## src/rtl/scoreboard_register_file_pkg.sv

```systemverilog
// Shared constants and helpers for the scoreboarded register file.
package regfile_pkg;

  localparam int unsigned DEFAULT_DATA_WIDTH = 32;
  localparam int unsigned DEFAULT_ADDR_WIDTH = 5;
  localparam int unsigned DEFAULT_NUM_READ   = 2;

  // PendingCount must hold the full depth (all registers busy), hence +1 bit.
  function automatic int unsigned countWidth(input int unsigned addrWidth);
    return addrWidth + 1;
  endfunction

  // LSB of read port 'port' inside a packed multi-port bus of 'width'-bit fields.
  function automatic int unsigned portLsb(input int unsigned port, input int unsigned width);
    return port * width;
  endfunction

endpackage

```

## src/rtl/scoreboard_register_file_if.sv

```systemverilog
// Read, writeback, issue and status signals of the scoreboarded register file.
interface scoreboard_register_file_if #(
  parameter int unsigned DATA_WIDTH = 32,
  parameter int unsigned ADDR_WIDTH = 5,
  parameter int unsigned NUM_READ   = 2
);
  logic [NUM_READ*ADDR_WIDTH-1:0] ReadRegister;
  logic [NUM_READ*DATA_WIDTH-1:0] ReadData;
  logic [NUM_READ-1:0]            ReadBusy;
  logic [ADDR_WIDTH-1:0]          WriteRegister;
  logic [DATA_WIDTH-1:0]          WriteData;
  logic                           RegWrite;
  logic [ADDR_WIDTH-1:0]          IssueRegister;
  logic                           IssueValid;
  logic                           IssueReady;
  logic                           Flush;
  logic [ADDR_WIDTH:0]            PendingCount;

  modport master (
    output ReadRegister, WriteRegister, WriteData, RegWrite,
           IssueRegister, IssueValid, Flush,
    input  ReadData, ReadBusy, IssueReady, PendingCount
  );

  modport slave (
    input  ReadRegister, WriteRegister, WriteData, RegWrite,
           IssueRegister, IssueValid, Flush,
    output ReadData, ReadBusy, IssueReady, PendingCount
  );
endinterface

```

## src/rtl/scoreboard_register_file_busy_scoreboard.sv

```systemverilog
// Per-register busy bits tracking in-flight producers, plus issue acceptance
// and a running count of busy registers.
module busy_scoreboard
  import regfile_pkg::*;
#(
  parameter int unsigned ADDR_WIDTH = DEFAULT_ADDR_WIDTH,
  parameter bit          ZERO_REG   = 1'b1,
  localparam int unsigned DEPTH     = 1 << ADDR_WIDTH,
  localparam int unsigned CW        = countWidth(ADDR_WIDTH)
) (
  input  logic                  clk,
  input  logic                  rstN,
  input  logic [ADDR_WIDTH-1:0] writeRegister,
  input  logic                  regWrite,
  input  logic [ADDR_WIDTH-1:0] issueRegister,
  input  logic                  issueValid,
  input  logic                  flush,
  output logic [DEPTH-1:0]      busyVec,
  output logic                  issueReady,
  output logic [CW-1:0]         pendingCount
);

  logic            writeEff;
  logic            issueZero;
  logic            issueSet;
  logic            countInc;
  logic            countDec;
  logic [DEPTH-1:0] busyNext;
  logic [CW-1:0]    countNext;

  // Issue acceptance, next busy vector and count delta.
  always_comb begin
    writeEff   = regWrite & ~(ZERO_REG & (writeRegister == '0));
    issueZero  = ZERO_REG & (issueRegister == '0);
    issueReady = issueZero | ~busyVec[issueRegister] |
                 (regWrite & (writeRegister == issueRegister));
    issueSet   = issueValid & issueReady & ~flush & ~issueZero;
    // A write clearing a bit that the same-cycle issue re-sets is not a
    // release, so the count only moves when the bit's final value changes.
    countInc   = issueSet & ~busyVec[issueRegister];
    countDec   = writeEff & busyVec[writeRegister] &
                 ~(issueSet & (issueRegister == writeRegister));
    busyNext   = busyVec;
    if (writeEff) busyNext[writeRegister] = 1'b0;
    if (issueSet) busyNext[issueRegister] = 1'b1;
    countNext  = pendingCount + CW'(countInc) - CW'(countDec);
    if (flush) begin
      busyNext  = '0;
      countNext = '0;
    end
  end

  // Busy bits and pending count register.
  always_ff @(posedge clk or negedge rstN) begin
    if (!rstN) begin
      busyVec      <= '0;
      pendingCount <= '0;
    end else begin
      busyVec      <= busyNext;
      pendingCount <= countNext;
    end
  end

endmodule

```

## src/rtl/scoreboard_register_file.sv

```systemverilog
// Parametrised multi-read-port register file with write-through bypass,
// optional hardwired zero register and busy scoreboard.
module scoreboard_register_file
  import regfile_pkg::*;
#(
  parameter int unsigned DATA_WIDTH = DEFAULT_DATA_WIDTH,
  parameter int unsigned ADDR_WIDTH = DEFAULT_ADDR_WIDTH,
  parameter int unsigned NUM_READ   = DEFAULT_NUM_READ,
  parameter bit          ZERO_REG   = 1'b1
) (
  input logic                        Clk,
  input logic                        Rst_n,
  scoreboard_register_file_if.slave  bus
);

  localparam int unsigned DEPTH = 1 << ADDR_WIDTH;

  logic [DATA_WIDTH-1:0]          regs [DEPTH];
  logic [DEPTH-1:0]               busyVec;
  logic                           writeEff;
  logic [NUM_READ*DATA_WIDTH-1:0] readDataVec;
  logic [NUM_READ-1:0]            readBusyVec;

  assign writeEff = bus.RegWrite & ~(ZERO_REG & (bus.WriteRegister == '0));

  // Data array: cleared on reset, written on writeback.
  always_ff @(posedge Clk or negedge Rst_n) begin
    if (!Rst_n) begin
      for (int unsigned r = 0; r < DEPTH; r++) regs[r] <= '0;
    end else if (writeEff) begin
      regs[bus.WriteRegister] <= bus.WriteData;
    end
  end

  busy_scoreboard #(
    .ADDR_WIDTH (ADDR_WIDTH),
    .ZERO_REG   (ZERO_REG)
  ) uScoreboard (
    .clk           (Clk),
    .rstN          (Rst_n),
    .writeRegister (bus.WriteRegister),
    .regWrite      (bus.RegWrite),
    .issueRegister (bus.IssueRegister),
    .issueValid    (bus.IssueValid),
    .flush         (bus.Flush),
    .busyVec       (busyVec),
    .issueReady    (bus.IssueReady),
    .pendingCount  (bus.PendingCount)
  );

  for (genvar i = 0; i < NUM_READ; i++) begin : gRead
    logic [ADDR_WIDTH-1:0] rdAddr;
    logic [DATA_WIDTH-1:0] rdData;
    logic                  rdBusy;

    assign rdAddr = bus.ReadRegister[portLsb(i, ADDR_WIDTH) +: ADDR_WIDTH];

    // Per-port read mux: zero register, then writeback bypass, then array.
    always_comb begin
      rdData = regs[rdAddr];
      rdBusy = busyVec[rdAddr];
      if (ZERO_REG && rdAddr == '0) begin
        rdData = '0;
        rdBusy = 1'b0;
      end else if (bus.RegWrite && bus.WriteRegister == rdAddr) begin
        rdData = bus.WriteData;
        rdBusy = 1'b0;
      end
    end

    assign readDataVec[portLsb(i, DATA_WIDTH) +: DATA_WIDTH] = rdData;
    assign readBusyVec[i] = rdBusy;
  end

  assign bus.ReadData = readDataVec;
  assign bus.ReadBusy = readBusyVec;

endmodule
```

## src/flat_wrapper.sv

```systemverilog
// flat-port wrapper written by rule: the top's interface ports become plain ports
module scoreboard_register_file_flat import regfile_pkg::*;
#(
  parameter int unsigned DATA_WIDTH = DEFAULT_DATA_WIDTH,
  parameter int unsigned ADDR_WIDTH = DEFAULT_ADDR_WIDTH,
  parameter int unsigned NUM_READ   = DEFAULT_NUM_READ,
  parameter bit          ZERO_REG   = 1'b1
)
  (Clk, Rst_n, bus_ReadRegister, bus_WriteRegister, bus_WriteData, bus_RegWrite, bus_IssueRegister, bus_IssueValid, bus_Flush, bus_ReadData, bus_ReadBusy, bus_IssueReady, bus_PendingCount);
  scoreboard_register_file_if #(.DATA_WIDTH(DATA_WIDTH), .ADDR_WIDTH(ADDR_WIDTH), .NUM_READ(NUM_READ)) bus_i ();
  input logic Clk;
  input logic Rst_n;
  input wire logic [$bits(bus_i.ReadRegister)-1:0] bus_ReadRegister;
  input wire logic [$bits(bus_i.WriteRegister)-1:0] bus_WriteRegister;
  input wire logic [$bits(bus_i.WriteData)-1:0] bus_WriteData;
  input wire logic [$bits(bus_i.RegWrite)-1:0] bus_RegWrite;
  input wire logic [$bits(bus_i.IssueRegister)-1:0] bus_IssueRegister;
  input wire logic [$bits(bus_i.IssueValid)-1:0] bus_IssueValid;
  input wire logic [$bits(bus_i.Flush)-1:0] bus_Flush;
  output wire logic [$bits(bus_i.ReadData)-1:0] bus_ReadData;
  output wire logic [$bits(bus_i.ReadBusy)-1:0] bus_ReadBusy;
  output wire logic [$bits(bus_i.IssueReady)-1:0] bus_IssueReady;
  output wire logic [$bits(bus_i.PendingCount)-1:0] bus_PendingCount;
  assign bus_i.ReadRegister = bus_ReadRegister;
  assign bus_i.WriteRegister = bus_WriteRegister;
  assign bus_i.WriteData = bus_WriteData;
  assign bus_i.RegWrite = bus_RegWrite;
  assign bus_i.IssueRegister = bus_IssueRegister;
  assign bus_i.IssueValid = bus_IssueValid;
  assign bus_i.Flush = bus_Flush;
  assign bus_ReadData = bus_i.ReadData;
  assign bus_ReadBusy = bus_i.ReadBusy;
  assign bus_IssueReady = bus_i.IssueReady;
  assign bus_PendingCount = bus_i.PendingCount;
  scoreboard_register_file #(.DATA_WIDTH(DATA_WIDTH), .ADDR_WIDTH(ADDR_WIDTH), .NUM_READ(NUM_READ), .ZERO_REG(ZERO_REG)) u_core (.Clk(Clk), .Rst_n(Rst_n), .bus(bus_i));
endmodule
```

## config.mk

```make
export PLATFORM = sky130hd
export DESIGN_NAME = scoreboard_register_file_flat
export DESIGN_NICKNAME = d
export VERILOG_FILES = /design/src/rtl/scoreboard_register_file_pkg.sv /design/src/rtl/scoreboard_register_file_if.sv /design/src/rtl/scoreboard_register_file_busy_scoreboard.sv /design/src/rtl/scoreboard_register_file.sv /design/src/flat_wrapper.sv
export SDC_FILE = /design/constraint.sdc
export NUM_CORES = 2
export LEC_CHECK = 0
export CAP_MARGIN = 40
export CORE_UTILIZATION = 50
export DETAILED_ROUTE_END_ITERATION = 7
export GPL_TIMING_DRIVEN = 0
export HOLD_SLACK_MARGIN = 0.08
export PLACE_DENSITY = 0.67
export SYNTH_ARGS = -nofsm -noshare
export SYNTH_HDL_FRONTEND = slang
export SYNTH_SLANG_ARGS = --single-unit
```

## constraint.sdc

```tcl
create_clock -name Clk -period 3.6 [get_ports Clk]
set_input_delay 0.54 -clock Clk [delete_from_list [all_inputs] [get_ports Clk]]
set_output_delay 0.54 -clock Clk [all_outputs]
set_load 0.05 [all_outputs]
```

==> metrics.txt <==
share of layout cells above drive strength 1=0.463; DRC violations left=3; Seq/Total Area, Yosys=0.452; Post-synth EDFFs=0; setup TNS=-0.850 ns; crit start category=primary input; Tcrit/Tclk final=1.03; yosys synthesis warning count=0; Final Hold Fails=0; flop2flop setup slack=0.31 ns; syn_nets=4339; reg2reg start=u_core.uScoreboard.busyVec[15]$_DFF_PN0_; Post-Route WL=273 mm; Util after Layout=0.590; relative max-transition margin=0.355; die height=345 µm; Most used DFF post-synth=dfrtp_1; final instance area=68600 µm²; crit end category=output port; Num CTS Buffers=116; Worst Path Max Fanout=10; count of final setup violators=24; CTS tree=done; worst hold path class=in -> async; Max-Cap Viols=0; H-tree levels=3; die width=345 µm; Pre-antenna DRT Iters=8; Worst Path Arrival=3.19 ns; highest clock rate=268 MHz; Via Count=46.9k; most common cell after layout, fill and taps aside=dfrtp_1; Clk pin slew, worst setup/hold paths=0.06 ns; initial cell density of the core=0.505; Setup CP Type=in -> out; Row Count=125; post-synthesis instance total=4275; CTS Buffer Depth=3; most frequent cells in the layout=dfrtp_1 (1062), mux2_2 (1001), mux4_2 (411), mux2i_1 (266), clkbuf_1 (167); leakage power=30.1 nW; Core Area=116000 µm²; pin count of the biggest net entering global routing=166; outcome=complete, but fails checks; routed vias/inst=7.48; Distinct cells, synth=67; initial antenna violation count=18; total grt overflow=0; CTS root buf=clkbuf_16; DR iter-0 viols=7765; fin crit period=3.73 ns; Synth async-reset ratio=1.00; Syn-to-layout area delta=16.7%; detailed placement HPWL=187 mm; RePlAce Congestion=1.03; Final Skew=0.0337 ns; Mapped Area=58800 µm²; Peak VDD IR=0.428 mV; Routed Antenna Nets=0; final slew viol count=0; Required @ worst endpoint=3.06 ns; Avg WL per Cell=43.5 µm; GRT Total Usage=0.460; failing checks=DRC, setup timing; Avg Synthesized Cell Area=13.7 µm²; Sink Count=1062; worst path cell trace=clkbuf_2 -> inv_4 -> clkbuf_2 -> buf_8 -> clkbuf_2 -> nand3_1 -> o211ai_1 -> buf_2; Die Footprint=119000 µm²; PwrDens=546 nW/µm²; Clk Latency, worst-skew pair=0.78 ns; num ports=130; Slowest cell on crit path=o211ai_1; setup ws final=-0.126 ns; number of global-route vias before repair=45.3k; R2R depth=14; nets=4697; Max stage delay on crit path=0.43 ns; register bit total from synthesis=1062; first-pass GRT wire length=370 mm; slew of the pin with the lowest slew margin=0.967 ns; PortBufs=120; R2R Path End=u_core.uScoreboard.pendingCount[4]$_DFF_PN0_; placed instance area=63400 µm²; most used cell, CP=clkbuf_2
-- state kept, by name, summed over array words and instances, names as in the netlist --
register                         cells
u_core.uScoreboard.busyVec          32
u_core.uScoreboard.pendingCount      6
u_core.regs                       1024
-- cells by family after synthesis --
family,count (synthesis),synth area share
AOI/OAI and AO/OA,512,0.0617
xor gates and xnor gates,20,0.00298
adders and majority gates,7,0.00162
buffers and inverters,489,0.0414
DFF,1062,0.452
muxes,1711,0.401
and+or+nand+nor,474,0.0392
-- synth_stat cells, drive strengths merged, types with 23 or more instances --
cell type	count	area, µm²
a211oi	26	195
a21oi	60	300
a221oi	78	683
a22oi	57	428
a31oi	33	206
buf	259	1570
clkbuf	214	803
dfrtp	1062	26600
mux2	1034	11600
mux2i	266	2660
mux4	411	9260
nand2	144	541
nand3	63	320
nand3b	23	173
nor2	120	450
nor2b	32	200
o21ai	94	470
o22ai	31	194
-- layer usage --
metal | part of all wire | global-route usage | vias up
li1 | - | - | 17114
met1 | 0.34 | 0.551 | 24092
met2 | 0.40 | 0.620 | 4279
met3 | 0.16 | 0.230 | 1391
met4 | 0.10 | 0.370 | 22
met5 | 0.0015 | 0.0188 | -
-- what timing repair did --
item,4_1_cts,5_1_grt
hold buffers,1,0
pin swaps,14,5
setup endpoints to repair,67,65
endpoints found under the hold margin,63,0
cloned,0,1
buffers inserted,17,2
resized for setup,687,115
-- power by group --
group	leakage (nW)	internal [mW]	total, mW	switching, mW
clock	1.98	7.34	12.7	5.39
combinational	14.4	4.41	8.92	4.51
sequential	13.7	14.1	15.8	1.69
total	30.1	25.9	37.5	11.6
-- layout make-up --
type / count / area, µm²
fill: 9329 / 47700
multi-input combinational: 2724 / 30100
sequential: 1062 / 26600
clock buffer: 172 / 3510
buffer: 467 / 3290
timing repair buffer: 246 / 2630
tap: 1524 / 1910
clock inverter: 45 / 464
inverter: 16 / 78.8
antenna: 10 / 25.0
-- worst max-delay path, delay by kind of cell --
| kind | cells | cell delay (ns) |
|---|---|---|
| compound gates | 1 | 0.43 |
| buf+inv | 6 | 1.88 |
| simple gates | 1 | 0.29 |
-- per-stage QoR --
stage	total power [mW]	hold slack [ns]	cells	setup WS, ns
6_report	37.5	0.309	6266	-0.126
5_1_grt	38.3	0.350	6257	-0.00205
4_1_cts	36.9	0.331	6253	-0.0176
3_5_place_dp	24.4	0.456	6023	-2.15
3_3_place_gp	24.0	0.453	5919	-47.55
2_1_floorplan	21.2	0.244	4275	0.157
-- worst max-delay path by stage --
stage | startpoint | depth (start not counted) | to
global route | bus_ReadRegister[5] | 11 | bus_ReadData[50]
CTS | bus_ReadRegister[7] | 10 | bus_ReadData[50]
global placement | Rst_n | 1 | u_core.regs[199]$_DFFE_PN0P_
finish | bus_ReadRegister[8] | 8 | bus_ReadData[57]
detailed placement | bus_ReadRegister[2] | 10 | bus_ReadData[25]
floorplan | bus_WriteRegister[0] | 16 | u_core.uScoreboard.pendingCount[4]$_DFF_PN0_
Power figures use the tool's default switching activity.
